**config.mk**
```make
export PLATFORM = sky130hd
export DESIGN_NAME = load_store_unit
export DESIGN_NICKNAME = d
export VERILOG_FILES = /design/src/rtl/load_store_unit.sv
export SDC_FILE = /design/constraint.sdc
export NUM_CORES = 1
export LEC_CHECK = 0
export BUFFER_PORTS_ARGS = -buffer_cell sky130_fd_sc_hd__buf_2
export CAP_MARGIN = 20
export CORE_UTILIZATION = 55
export CTS_CLUSTER_DIAMETER = 150
export DETAILED_ROUTE_END_ITERATION = 10
export GPL_TIMING_DRIVEN = 1
export PLACE_DENSITY_LB_ADDON = 0.12
export SYNTH_ARGS = -nofsm -noshare
export SYNTH_HDL_FRONTEND = slang
export SYNTH_SLANG_ARGS = --single-unit
```
**constraint.sdc**
```tcl
create_clock -name clk -period 3.76 [get_ports clk]
set_input_delay 0.376 -clock clk [delete_from_list [all_inputs] [get_ports clk]]
set_output_delay 0.376 -clock clk [all_outputs]
set_load 0.1 [all_outputs]
```
**src/rtl/load_store_unit.sv**
```systemverilog
// Byte-addressed load/store front end for a word-indexed data memory with
// comb read and sync write; sub-word stores go through read-modify-write.
module load_store_unit #(
    parameter int unsigned DEPTH_LOG2 = 8,
    parameter bit          OOR_CHECK  = 1'b1
) (
    input  logic        clk,
    input  logic        res,
    input  logic        req_valid,
    output logic        req_ready,
    input  logic        req_write,
    input  logic [1:0]  req_size,
    input  logic        req_unsigned,
    input  logic [31:0] req_addr,
    input  logic [31:0] req_wdata,
    output logic        rsp_valid,
    output logic        rsp_err,
    output logic [31:0] rsp_rdata,
    output logic [31:0] mem_address,
    output logic [31:0] mem_write_data,
    output logic        mem_MemWrite,
    output logic        mem_MemRead,
    input  logic [31:0] mem_read_data
);

    localparam int unsigned AW = DEPTH_LOG2 + 2;

    typedef enum logic [2:0] {
        StIdle,
        StLd,
        StRmwRd,
        StSt,
        StDone
    } state_t;

    state_t        r_state;
    state_t        w_state_d;

    logic [AW-1:0] r_addr;
    logic [1:0]    r_size;
    logic          r_write;
    logic          r_unsigned;
    logic [31:0]   r_wdata;
    logic          r_err;
    logic [31:0]   r_merge;
    logic [31:0]   r_rdata;

    logic          w_bad_size;
    logic          w_misalign;
    logic          w_oor;
    logic          w_req_err;
    logic          w_accept;
    logic [4:0]    w_sh;
    logic [31:0]   w_lane;
    logic [31:0]   w_load;
    logic [31:0]   w_mask;
    logic [31:0]   w_ins;
    logic [31:0]   w_merge;
    logic [31:0]   w_word_idx;
    logic          w_mem_active;

    // Request checks are done on the live inputs so the error is known at accept time.
    assign w_bad_size = (req_size == 2'b11);
    assign w_misalign = ((req_size == 2'b01) && req_addr[0]) ||
                        ((req_size == 2'b10) && (req_addr[1:0] != 2'b00));
    assign w_oor      = OOR_CHECK ? ((req_addr >> AW) != 32'd0) : 1'b0;
    assign w_req_err  = w_bad_size || w_misalign || w_oor;
    assign w_accept   = (r_state == StIdle) && req_valid;

    always_comb begin
        w_state_d = r_state;
        unique case (r_state)
            StIdle: begin
                if (req_valid) begin
                    if (w_req_err) begin
                        w_state_d = StDone;
                    end else if (!req_write) begin
                        w_state_d = StLd;
                    end else if (req_size == 2'b10) begin
                        w_state_d = StSt;
                    end else begin
                        w_state_d = StRmwRd;
                    end
                end
            end
            StLd:    w_state_d = StDone;
            StRmwRd: w_state_d = StSt;
            StSt:    w_state_d = StDone;
            StDone:  w_state_d = StIdle;
            default: w_state_d = StIdle;
        endcase
    end

    always_ff @(posedge clk or negedge res) begin
        if (!res) begin
            r_state <= StIdle;
        end else begin
            r_state <= w_state_d;
        end
    end

    // Lane shift serves both byte and halfword: halfwords reaching here are even-aligned.
    assign w_sh   = {r_addr[1:0], 3'b000};
    assign w_lane = mem_read_data >> w_sh;

    always_comb begin
        w_load = mem_read_data;
        unique case (r_size)
            2'b00: w_load = r_unsigned ? {24'h0, w_lane[7:0]}
                                       : {{24{w_lane[7]}}, w_lane[7:0]};
            2'b01: w_load = r_unsigned ? {16'h0, w_lane[15:0]}
                                       : {{16{w_lane[15]}}, w_lane[15:0]};
            default: w_load = mem_read_data;
        endcase
    end

    assign w_mask  = ((r_size == 2'b00) ? 32'h0000_00FF : 32'h0000_FFFF) << w_sh;
    assign w_ins   = r_wdata << w_sh;
    assign w_merge = (mem_read_data & ~w_mask) | (w_ins & w_mask);

    always_ff @(posedge clk or negedge res) begin
        if (!res) begin
            r_addr     <= '0;
            r_size     <= 2'b00;
            r_write    <= 1'b0;
            r_unsigned <= 1'b0;
            r_wdata    <= 32'h0;
            r_err      <= 1'b0;
            r_merge    <= 32'h0;
            r_rdata    <= 32'h0;
        end else begin
            if (w_accept) begin
                r_addr     <= req_addr[AW-1:0];
                r_size     <= req_size;
                r_write    <= req_write;
                r_unsigned <= req_unsigned;
                r_wdata    <= req_wdata;
                r_err      <= w_req_err;
            end
            if (r_state == StLd) begin
                r_rdata <= w_load;
            end
            if (r_state == StRmwRd) begin
                r_merge <= w_merge;
            end
        end
    end

    assign w_word_idx   = 32'(r_addr[AW-1:2]);
    assign w_mem_active = (r_state == StLd) || (r_state == StRmwRd) || (r_state == StSt);

    assign req_ready      = (r_state == StIdle);
    assign rsp_valid      = (r_state == StDone);
    assign rsp_err        = (r_state == StDone) && r_err;
    assign rsp_rdata      = r_rdata;
    assign mem_MemRead    = (r_state == StLd) || (r_state == StRmwRd);
    assign mem_MemWrite   = (r_state == StSt) && r_write;
    assign mem_address    = w_mem_active ? w_word_idx : 32'h0;
    assign mem_write_data = (r_state != StSt) ? 32'h0 :
                            (r_size == 2'b10) ? r_wdata : r_merge;

endmodule
```
### Word-level counts from Yosys, hierarchy flattened

Index checks and enable logic that the tools add are counted.

| storage, ports and cells | value |
|---|---|
| bits in registers | 114 |
| latch bits | 0 |
| RAM bits | 0 |
| memory bits (read-only) | 0 |
| input port bits | 103 |
| output and inout port bits | 101 |
| word-level logic and storage cells | 54 |
| memories | 0 |

| cells by class | value |
|---|---|
| $add $sub $neg | 0 |
| $mul | 0 |
| div/mod/pow operators | 0 |
| order comparisons | 0 |
| equality and inequality tests | 11 |
| shift-type cells | 3 |
| mux-type cells | 12 |
| bitwise operators | 4 |
| reductions and logical operators | 15 |

Operators with widths:

| cell | count |
|---|---|
| 32-bit 2-to-1 mux | 4 |
| 32-bit bitwise AND | 2 |
| 32-bit one-hot mux with 2 select lines | 1 |
| 32-bit inverter | 1 |
| 32-bit OR | 1 |
| 32-bit nonzero test | 1 |
| 16-bit by 5-bit << shifter with 32-bit output | 1 |
| 32-bit by 5-bit << shifter with 32-bit output | 1 |
| 32-bit by 5-bit right shift with 16-bit output | 1 |
| 16-bit 2-to-1 mux | 1 |
| 3-bit one-hot mux with 3 select lines | 1 |
| 8-bit 2-to-1 mux | 1 |
| 2-bit == test (second input constant) | 3 |
| 3-bit by 2-bit == test with 1-bit output (second input constant) | 2 |
| 3-bit 2-to-1 mux | 2 |
| 1-bit logical AND | 5 |
| 1-bit logical OR | 5 |
| 2-bit by 1-bit == test with 1-bit output (second input constant) | 2 |
| 3-bit by 1-bit == test with 1-bit output (second input constant) | 1 |
| 3-bit == test (second input constant) | 1 |
| 3-bit logical NOT | 1 |
| 3-bit by 2-bit inequality test with 1-bit output (second input constant) | 1 |
| 2-bit logical NOT | 1 |
| 2-bit 2-to-1 mux | 1 |
| other kinds (4) | 4 |

### Longest topological paths before layout

Gate-level depths: netlist of run 1.

| depth | value |
|---|---|
| depth in word-level cells | 8 |
| depth in mapped cells | 7 |
| mapped depth without buffers | 4 |

### Least setup slack after synthesis of run 1

Ideal clock, no wire load.

| path | value |
|---|---|
| path kind | reg-to-output |
| start point | reg r_size[0] |
| end point | out mem_write_data[10] |
| arrival time | 2.655 ns |
| required time | 3.384 ns |
| setup slack | 0.729 ns |
| cell stages (with the launch flop) | 7 |
| cells stage by stage | dfrtp_1 buf_2 nor2b_1 clkbuf_1 clkbuf_1 nand2_1 a21oi_1 |

| between the ends | value |
|---|---|
| word-level cells in the longest chain between the ends | 3 |

Ends and longest elaborated chain:

| what | line | RTL |
|---|---|---|
| from (decl) | 40 | `logic [1:0] r_size;` |
| from (signal assigned) | 134 | `r_size <= req_size;` |
| 2-bit == test | 160 | `(r_size == 2'b10) ? r_wdata : r_merge;` |
| 32-bit 2-to-1 mux | 160 |  |
| 32-bit 2-to-1 mux | 159 | `assign mem_write_data = (r_state != StSt) ? 32'h0 :` |
| to (decl) | 20 | `output logic [31:0] mem_write_data,` |

Every way passes these cells.

### Final worst setup path of run 1

| path | value |
|---|---|
| start point | reg r_size[0] |
| end point | out mem_write_data[31] |

The elaborated chain is that of the path after synthesis.

==> results.txt, run 1 <==
- The critical path is of the reg2out type.
- The number of antenna diodes in the final layout is 0.
- Starting DRT DRC Count: 469
* Placer's final routability congestion estimate: 0.9188
* Detailed-routing iteration count for the pre-antenna-repair pass: 5
* Wire length on met1: 7265 um
- Max-capacitance violation count: 0
- The library cell used most frequently in the layout, excluding fill and tap cells, is buf_2.
- Worst skew pair latency: 0.42 ns
- Clk slew on worst S/H paths: 0.05 ns
* Kind of path behind the tightest hold check: in2async
* Number of nets in the layout: 934
* Vias: 5649
- Most used flip-flop cell after synthesis: dfrtp_1
* CP peak stage delay: 0.73 ns
* Clock tree skew after final layout: 0.008157 ns
- Each instance of the synthesized netlist takes up on average 9.315 sq um.
* Gate count after technology mapping: 670
- Wire segments on met3 add up to 1373 um in the final route.
- Crit-path max FO: 18
* Leakage power: 0.003817 uW
- From synthesis to final layout, the design area changed by 22.75%.
- In this design, the largest share of critical-path delay is due to simple AND/OR/NAND/NOR gates.
- DRC viols: 0
* Via count of the first global-routing pass: 5232
- Max layer used: met4
* Arrival time of data at the critical path endpoint: 2.74 ns
- In this run the tightest slew margin relative to its limit is 0.3197.
* Met2 WL: 8195 um
- Clock tree from TritonCTS: yes
- Setup slack closes at 0.6449 ns.
* Cell area after layout: 7661 sq um
- Before CTS, the worst setup slack after placement is 1.175 ns.
- Slowest cell on the critical path: nor2b_2
- Clock tree root buffer cell: clkbuf_16
* Setup-violating endpoint count in the final report: 0
- The first global-routing pass estimated 27340 um of wire.
* Initial antenna violation count: 0
- HPWL reported at the end of detailed placement: 12540 um
- The H-tree was split into 4 levels.
* Period Utilization, post-route: 0.8285
- VDD sags by at most 295.3 uV.
- Clock tree synthesis found a total of 114 sinks.
* Worst setup SP type: flop
* Std-Cell Rows: 38
- Post-synthesis cell area: 6241 sq um
- Die Footprint: 11780 sq um
* Fraction of layout instances using a drive strength above 1: 0.3436
- Hold repair after CTS inserted 0 buffers.
* Count of unique library cells instantiated by Yosys: 44
- Maximum number of pins on one net before global-route repair: 71
- Min Hold Slack: 0.07968 ns
- Detailed-route vias per instance: 5.741
- Number of non-filler instances in the completed layout: 984
- From left edge to right edge, the die measures 108.5 um.
- In this run the deepest clock path goes through 2 buffers.
* Setup TNS: 0 ns
- STA classifies the critical path endpoint as a primary output.
- Routed Wire Length: 17220 um
- Number of instances in the placed design: 952
- The Yosys step of the flow raised 0 warnings.
- Initial standard-cell utilization of the core: 0.5707
* Core box area: 10940 sq um
* Number of buffers and inverters on the critical path: 2
* Number of setup buffers added after CTS: 0
- Sequence of cells on the critical path: nor2b_2 > buf_4 > nand2_1 > a21oi_1 > buf_2
- Antenna-violating nets left: 0
- Unrepaired setup endpoints after global routing: false
* Max-slew violation count: 0
* Required time reported for the critical path endpoint: 3.38 ns
* Number of buffers inserted during clock tree synthesis: 17
- Synthesized flop and latch total: 114
* Total count of hold-check failures in the final report: 0
* Vert. Die Dim: 108.5 um
- Worst slew pin tran: 1.014 ns
* Fraction of the yosys area taken by sequential cells: 0.4571
* Status: finished clean
* Number of flops mapped to enable cells by yosys: 0
- Total I/O pin count: 204
* Total overflow reported by the global router: 0
* Post-CTS resize count: 0
* Mean routed wirelength per cell: 17.50 um
- The top cell types in the final layout, fill and taps aside, are 178 x buf_2, 131 x nand2_1, 114 x dfrtp_1, 59 x mux2_2, 58 x o21ai_0.
- The placed instances occupy a cell area of 7074 sq um.
- Clock period minus worst slack: 3.115 ns
- Power spread over the standard cell area amounts to 486.1 nW/um^2.
* Number of port buffers: 179
* Fraction of registers with async set or reset after synthesis: 1.000
- Based on the critical path, the design can be clocked at up to 321.0 MHz.
- GRT Resource Usage Total: 0.3073
==> kinds of logic (layout without fill, tap and decap cells) <==
logic type / count (synthesis) / count (layout) / synth area share
other: 1 / 24 / 0.0006009
and+or+nand+nor: 245 / 245 / 0.1808
DFF: 114 / 114 / 0.4571
buffers and inverters: 74 / 225 / 0.06836
muxes: 89 / 89 / 0.1570
AOI/OAI and AO/OA: 147 / 147 / 0.1361
==> routing by layer <==
metal | GRT usage | vias up
met5 | 0 | -
met4 | 0.1187 | 0
met3 | 0.05847 | 32
met2 | 0.4833 | 294
met1 | 0.4199 | 2719
li1 | - | 2604
==> cell type report <==
cell class	count	area [sq um]
clock buffer	21	450.4
clock inverter	11	136.4
fill	893	3274
inverter	2	7.507
multi-input combinational	505	3050
sequential	114	2853
tap	140	175.2
timing repair buffer	191	988.4
==> synth_stat cells, types with 4 or more instances <==
cell type / number / share of area
buf_6: 4 / 0.0072
buf_4: 28 / 0.034
clkbuf_1: 29 / 0.017
a22oi_1: 8 / 0.0096
mux2i_1: 27 / 0.043
nor2b_1: 4 / 0.0040
nor3_1: 4 / 0.0032
nor2_1: 26 / 0.016
o31ai_1: 8 / 0.0096
mux2_2: 59 / 0.11
a21oi_1: 56 / 0.045
nand2b_1: 16 / 0.016
dfrtp_1: 114 / 0.46
o2bb2ai_1: 7 / 0.0098
and2_1: 10 / 0.010
nand2_1: 131 / 0.079
o21ai_0: 58 / 0.047
buf_2: 10 / 0.0080
nor4_1: 5 / 0.0050
nand3_1: 37 / 0.030
==> registers in the layout, indices dropped and copies added (netlist names), 2 cells and up <==
name       flops
r_wdata       32
r_addr        10
r_merge       32
rsp_rdata     32
r_state        3
r_size         2
==> power by group <==
| part | switching [uW] | internal (uW) | total, uW | leakage, uW |
|---|---|---|---|---|
| Clock | 548 | 1050 | 1600 | 0.000290 |
| Combinational | 478 | 258 | 736 | 0.00230 |
| Sequential | 87.3 | 1300 | 1390 | 0.00123 |
==> final timing paths <==
check	depth (start not counted)	slack, ns	to	startpoint
setup / recovery	5	0.64	mem_write_data[31]	r_size[0]$_DFFE_PN0P_
hold / removal	1	0.08	rsp_rdata[16]$_DFFE_PN0P_	res
setup reg to reg	3	1.57	rsp_rdata[20]$_DFFE_PN0P_	r_addr[1]$_DFFE_PN0P_
hold reg to reg	2	0.48	rsp_rdata[1]$_DFFE_PN0P_	rsp_rdata[1]$_DFFE_PN0P_
max in group asynchronous	2	2.77	r_merge[2]$_DFFE_PN0P_	res
min in group clk	2	0.18	r_addr[7]$_DFFE_PN0P_	req_addr[7]
==> worst register-to-register path, cell delays in order, from the launching register on <==
cell and delay (ns):
dfrtp_1 0.82, mux4_2 0.66, o211ai_4 0.41, nand3_1 0.15
==> through the flow <==
stage,total power [uW],util
2_1_floorplan,1934,-
3_3_place_gp,2108,0.6469
3_5_place_dp,2131,0.6469
4_1_cts,3737,0.7006
5_1_grt,3870,0.7006
6_report,3724,0.7006
Note: power is estimated with default switching activity, not from simulation.
==> run 2: changes to the inputs <==
- CORE_UTILIZATION: 55 -> 46
- clock period: 3.76 -> 2.6 ns (I/O delays scaled with it)
==> run 2 against run 1 <==
  * First-iteration DRC count down 52%
  * Critical endpoint unchanged
  * Die area up 19%
  * Clock power up 27%
  * Non-clock buffer count up 12
  * Clock skew down 0.0020 ns
  * Cell area up 7.3%
  * Highest routed layer unchanged
==> results.txt, run 2 (same netlist as run 1, synthesis figures left out) <==
- The arrival time of the worst setup path is 2.19 ns (-0.55 ns).
- Cell count of the worst reg-to-reg path: 3 (unchanged)
- Hold Path Cell Cnt: 2
* Routed Wire Length: 17580 um (+2.1%)
- Core box area: 13240 sq um (+21%)
- The CTS clock-pin slew for the worst setup and hold paths came to 0.05 ns (about the same).
- In this run the most used layer during global routing was met2.
- The run finished with clean final reports.
* Worst Hold Path EP: r_addr[8]$_DFFE_PN0P_
- Via count of the first global-routing pass: 5386 (+2.9%)
- Required time reported for the critical path endpoint: 2.34 ns (-1.04 ns)
- Total overflow reported by the global router: 0 (unchanged)
- Clock tree skew after final layout: 0.006206 ns (-0.001951 ns)
* Fraction of layout instances using a drive strength above 1: 0.3879 (+0.04425)
- The endpoint identified for the worst register-to-register timing path is r_merge[12]$_DFFE_PN0P_.
- DRC viols: 0 (unchanged)
- Antenna diodes: 0 (unchanged)
* Vias: 5494 (-2.7%)
- The y dimension of the die was 118.5 um (+9.2%).
* Fill cell instance count of the final layout: 1178 (+32%)
* Kind of critical path: reg2out
* Antenna-violating nets left: 0 (unchanged)
- The site row count came to 42 (+11%).
- The count of final max-slew check failures was 0 (unchanged).
* Setup TNS: 0 ns (unchanged)
- The initial core utilization was 0.4713 (-0.09943).
- The measured slew at the worst slew-check pin is 0.8435 ns (-0.1710 ns).
* Overall die width: 118.5 um (+9.2%)
- Worst hold start: req_addr[8]
* Max-capacitance violation count: 0 (unchanged)
- Power density of the placed cells: 627.4 nW/um^2 (+29%)
- The met1 global-route usage is 0.3754 (-0.04443).
- Most frequent cells in the layout: 155 x buf_2, 131 x nand2_1, 114 x dfrtp_1, 59 x mux2_2, 58 x o21ai_0
- Total I/O pin count: 204 (unchanged)
- The largest driver fanout on the critical path came to 22 (+4).
* Setup crit end kind: primary output
- The per-cell via count in the routed design was 5.324 (-7.3%).
- Slowest cell on the critical path: dfrtp_1
- Remaining max-slew budget at the tightest pin: 0.4346 (+0.1150)
- Commonest non-fill, non-tap cell in the layout: buf_2
* CP peak stage delay: 0.65 ns (-0.08 ns)
- The post-layout net count was 946 (+1.3%).
- The post-route worst hold slack came to 0.07687 ns (-0.002809 ns).
- Synth-to-layout area growth: 31.66%
- HPWL reported at the end of detailed placement: 13390 um (+6.8%)
- The clock period could shrink to 2.449 ns.
- The tree is rooted in a clkbuf_16.
* Leakage power: 0.003895 uW (+2.1%)
- The overall global routing resource usage is 0.2651 (-0.04224).
- Deepest level of the CTS H-tree: 4 (unchanged)
* Number of port buffers: 179 (unchanged)
* Worst flop-to-flop path startpoint: r_size[0]$_DFFE_PN0P_
- The area of the die was 14040 sq um (+19%).
- TritonCTS built the clock tree.
* Placer's final routability congestion estimate: 0.8574 (-6.7%)
- Maximum vdd drop: 302.4 uV (+2.4%)
- The worst reg-to-reg setup slack was 0.66 ns (-0.91 ns).
- Unrepaired setup endpoints after global routing: false
- Maximum root-to-sink buffer count: 2 (unchanged)
- Setup-violating endpoint count in the final report: 0 (unchanged)
- Walking the worst path, the cells encountered are nand2b_1 > buf_4 > nand2_1 > a21oi_2 > buf_2.
- The first-pass GRT wire length is 28640 um (+4.8%).
- The global-route met3 utilization is 0.04923 (-0.009241).
* GR Util met2: 0.3875 (-0.09577)
- The post-CTS repair timing setup buffer count is 0 (unchanged).
- Number of buffers inserted during clock tree synthesis: 17 (unchanged)
- The final core utilization was 0.6205 (-0.08011).
- The count of routing violations after the opening detailed-route iteration was 226 (-52%).
* Mean routed wirelength per cell: 17.03 um (-2.7%)
- The pin count of the biggest net entering global routing is 48 (-32%).
* Worst setup SP type: flop
- Total count of hold-check failures in the final report: 0 (unchanged)
- Kind of path behind the tightest hold check: in2reg
* Detailed-routing iteration count for the pre-antenna-repair pass: 4 (-1)
* Fmax: 408.3 MHz
* Clk sink count: 114 (unchanged)
* Worst skew pair latency: 0.41 ns (about the same)
- Period Utilization, post-route: 0.9421
* Initial antenna violation count: 0 (unchanged)
[run 2: changes by cell type in the layout (fill, tap and decap cells not counted), moves of 2 or more]
cell	change
a21oi_1	-32
a21oi_2	+32
buf_12	+24
buf_2	-23
buf_4	+10
bufinv_16	-3
clkbuf_1	+3
clkbuf_8	+2
[run 2: critical path, delay by kind of cell (launching register included)]
kind | cells | cell delay, ns
compound gates | 1 | 0.13
flops | 1 | 0.65
simple gates | 2 | 0.31
buf+inv | 2 | 0.70
[run 2: area by class of cell]
type	count	area, sq um	area share
inverters	2	7.507	0.0009137
well taps	176	220.2	0.02680
flip-flops and latches	114	2853	0.3472
clock buffers	26	489.2	0.05954
multi-input cells	505	3178	0.3868
repair buffers	203	1439	0.1751
clock inverters	6	30.03	0.003655
[run 2: worst max path at each step]
| stage | slack (ns) | cells after the start | from | end |
|---|---|---|---|---|
| 2_1_floorplan | 0.006 | 3 | r_state[2]$_DFFE_PN0P_ | mem_MemWrite |
| 3_3_place_gp | 0.60 | 5 | r_size[0]$_DFFE_PN0P_ | mem_write_data[31] |
| 3_5_place_dp | 0.60 | 5 | r_size[0]$_DFFE_PN0P_ | mem_write_data[31] |
| 4_1_cts | 0.14 | 5 | r_size[0]$_DFFE_PN0P_ | mem_write_data[31] |
| 5_1_grt | 0.006 | 5 | r_size[0]$_DFFE_PN0P_ | mem_write_data[31] |
| 6_report | 0.15 | 5 | r_size[0]$_DFFE_PN0P_ | mem_write_data[31] |
[run 2: what timing repair did]
action                                  4_1_cts  5_1_grt
hold endpoints to repair                     43        0
hold buffers                                  1        0
resized for setup                             0        0
endpoints found under the setup margin        0        0
[run 2: where the power goes]
part / switching (uW) / internal, uW / leakage [uW]
Clock: 755 / 1280 / 0.000262
Sequential: 123 / 1880 / 0.00123
Combinational: 712 / 402 / 0.00240
Total: 1590 / 3570 / 0.00390
[run 2: layer usage]
layer	part of all wire	vias to the layer above	wire (um)
met5	0	-	0
met4	0.037	0	649
met3	0.063	42	1113
met2	0.44	219	7649
met1	0.46	2610	8165
li1	-	2623	-
[run 2: through the flow]
| stage | total power, uW | cells | worst slack [ns] | area (sq um) |
|---|---|---|---|---|
| after floorplan | 2821 | 693 | 0.006225 | 6452 |
| after global placement | 3106 | 999 | 0.6029 | 7687 |
| after detailed placement | 3140 | 999 | 0.5953 | 7687 |
| after CTS | 5179 | 1032 | 0.1438 | 8217 |
| after global routing | 5373 | 1032 | 0.005615 | 8217 |
| final | 5156 | 1032 | 0.1507 | 8217 |
==> run 3: changes to the inputs <==
- CORE_UTILIZATION: 46 -> 51
- clock period: 2.6 -> 2.8 ns (I/O delays scaled with it)
==> run 3 against run 2 <==
  * Worst setup slack better by 0.11 ns
  * Clock power about the same
  * Largest power group unchanged
  * Critical path type unchanged
  * Core utilization is 5.6 points higher
  * Combinational power fell by 8%
  * Via count increased by 1.0%
==> results.txt, run 3 (same netlist as run 1, synthesis figures left out) <==
- The number of instances resized during post-cts repair was 0 (unchanged).
- Total I/O pin count: 204 (unchanged)
- Sequence of cells on the critical path: nand2b_1 > buf_4 > nand2_1 > a21oi_2 > buf_2
* GRT Resource Usage Total: 0.2876 (+0.02246)
* Kind of critical path: reg2out
- Via count of the first global-routing pass: 5287 (-1.8%)
- Number of instances in the placed design: 964 (-3.5%)
* Vias: 5549 (+1.0%)
* Worst slack, placed: 0.7026 ns (+0.1073 ns)
- Clk sink count: 114 (unchanged)
* Fill cell instance count of the final layout: 983 (-17%)
- Detailed-route vias per instance: 5.571 (+4.7%)
* Total overflow reported by the global router: 0 (unchanged)
- Clock period minus worst slack: 2.539 ns
* Max-capacitance violation count: 0 (unchanged)
* First-pass GRT wire length: 27860 um (-2.7%)
* Setup TNS: 0 ns (unchanged)
* Remaining max-slew budget at the tightest pin: 0.4517 (+0.01704)
- The arrival time of the worst setup path is 2.26 ns (+0.07 ns).
- Initial antenna violation count: 1 (+1)
* Period Utilization, post-route: 0.9068
* Maximum root-to-sink buffer count: 2 (unchanged)
- The pin count of the biggest net entering global routing is 51 (+6.3%).
- The DRC violations left was 0 (unchanged).
- Required time reported for the critical path endpoint: 2.52 ns (+0.18 ns)
* Number of port buffers: 179 (unchanged)
- Min Hold Slack: 0.08407 ns (+0.007200 ns)
- The count of final max-slew check failures is 0 (unchanged).
* Routed Wire Length: 17320 um (-1.5%)
- The post-placement cell area came to 7518 sq um (-2.2%).
- The share of final-layout standard cells stronger than drive strength 1 was 0.3840 (-0.003869).
- Synth-to-layout area growth: 29.61%
- The floorplan core area was 11960 sq um (-9.7%).
- The number of detailed-route iterations in the first pass came to 5 (+1).
- Setup repair after global routing left no endpoint under its margin.
- Fmax: 393.9 MHz
* Cell area after layout: 8089 sq um (-1.6%)
- Overall die width: 112.6 um (-4.9%)
- Worst skew pair latency: 0.42 ns (about the same)
* Antenna-violating nets left: 0 (unchanged)
- The site row count is 40 (-4.8%).
* Setup crit end kind: primary output
- Starting DRT DRC Count: 437 (+93%)
- Status: finished clean
- Worst setup SP type: flop
- The maximum resistive drop on vdd is 390.5 uV (+29%).
- In the layout the commonest cells are 161 x buf_2, 131 x nand2_1, 114 x dfrtp_1, 59 x mux2_2, 58 x o21ai_0.
* Antenna diodes: 0 (unchanged)
- The deepest level of the CTS H-tree was 4 (unchanged).
* Commonest non-fill, non-tap cell in the layout: buf_2
* Die Footprint: 12680 sq um (-9.6%)
* HPWL reported at the end of detailed placement: 12810 um (-4.3%)
- Clock tree skew after final layout: 0.007829 ns (+0.001623 ns)
* Mean routed wirelength per cell: 17.39 um (+2.1%)
- The number of hold violations in the final report was 0 (unchanged).
* Clk slew on worst S/H paths: 0.05 ns (about the same)
- CP peak stage delay: 0.64 ns (about the same)
- Number of non-filler instances in the completed layout: 996 (-3.5%)
* Worst-case setup margin in the final layout: 0.2610 ns (+0.1103 ns)
- Leakage power: 0.003871 uW (-0.63%)
- The initial core utilization came to 0.5218 (+0.05048).
- The number of endpoints failing setup at the final stage is 0 (unchanged).
- In this run the worst hold path is classified as in2reg.
- Slowest cell on the critical path: dfrtp_1
- The final weighted congestion in routability-driven placement is 0.8928 (+4.1%).
- The post-layout net count came to 940 (-0.63%).
* Clock tree from TritonCTS: yes
- Crit-path max FO: 32 (+45%)
* Vert. Die Dim: 112.6 um (-4.9%)
* Clock tree root buffer cell: clkbuf_16
- The measured slew at the worst slew-check pin is 0.8180 ns (-0.02542 ns).
* Number of buffers inserted during clock tree synthesis: 17 (unchanged)
- Power density of the placed cells: 609.5 nW/um^2 (-2.9%)
==> run 3: changes by cell type in the layout (fill, tap and decap cells not counted), moves of 2 or more <==
cell / change
buf_4: -7
buf_2: +6
buf_12: -5
clkbuf_1: -4
a21oi_1: +2
a21oi_2: -2
bufinv_16: +2
clkbuf_8: -2
clkinvlp_4: +2
==> run 3: stage by stage <==
stage	power, uW	utilization
final	4930	0.6763
after global routing	5128	0.6763
after CTS	4954	0.6763
after detailed placement	2900	0.6286
after global placement	2874	0.6286
after floorplan	2618	-
==> run 3: metal layers <==
layer,up-vias,track usage,part of all wire
met5,-,0,0
met4,0,0.1467,0.035
met3,50,0.06965,0.072
met2,241,0.4329,0.45
met1,2643,0.3876,0.44
li1,2615,-,-
==> run 3: repair_timing <==
action                                 in CTS  in global routing
endpoints found under the hold margin      35                  0
buffers inserted                            0                  0
hold buffers                                1                  0
==> run 3: critical path, delay by kind of cell, from the launching register on <==
family                 cells  cell delay, ns
flip-flops                 1            0.64
AND/OR/NAND/NOR            2            0.30
AO/OA/AOI/OAI              1            0.14
buffers and inverters      2            0.74
==> run 3: worst paths after layout <==
kind / start / endpoint / slack [ns] / cells past startpoint
setup / recovery: r_size[0]$_DFFE_PN0P_ / mem_write_data[3] / 0.26 / 5
setup reg to reg: r_size[0]$_DFFE_PN0P_ / r_merge[18]$_DFFE_PN0P_ / 0.76 / 4
max in group asynchronous: res / r_wdata[0]$_DFFE_PN0P_ / 1.60 / 3
hold reg to reg: rsp_rdata[3]$_DFFE_PN0P_ / rsp_rdata[3]$_DFFE_PN0P_ / 0.47 / 2
hold / removal: req_addr[7] / r_addr[7]$_DFFE_PN0P_ / 0.08 / 2
min in group asynchronous: res / rsp_rdata[23]$_DFFE_PN0P_ / 0.39 / 2
==> run 3: area by class of cell <==
type,count,area (sq um),area share
clock buffer,20,446.7,0.05522
clock inverter,11,113.9,0.01408
inverter,2,7.507,0.0009281
multi-input combinational,505,3168,0.3916
sequential,114,2853,0.3527
tap,147,183.9,0.02274
timing repair buffer,197,1316,0.1627
==> run 3: report_power, final <==
group	internal [uW]	switching [uW]
registers	1750	112
logic	363	657
clock network	1310	735
total	3430	1500
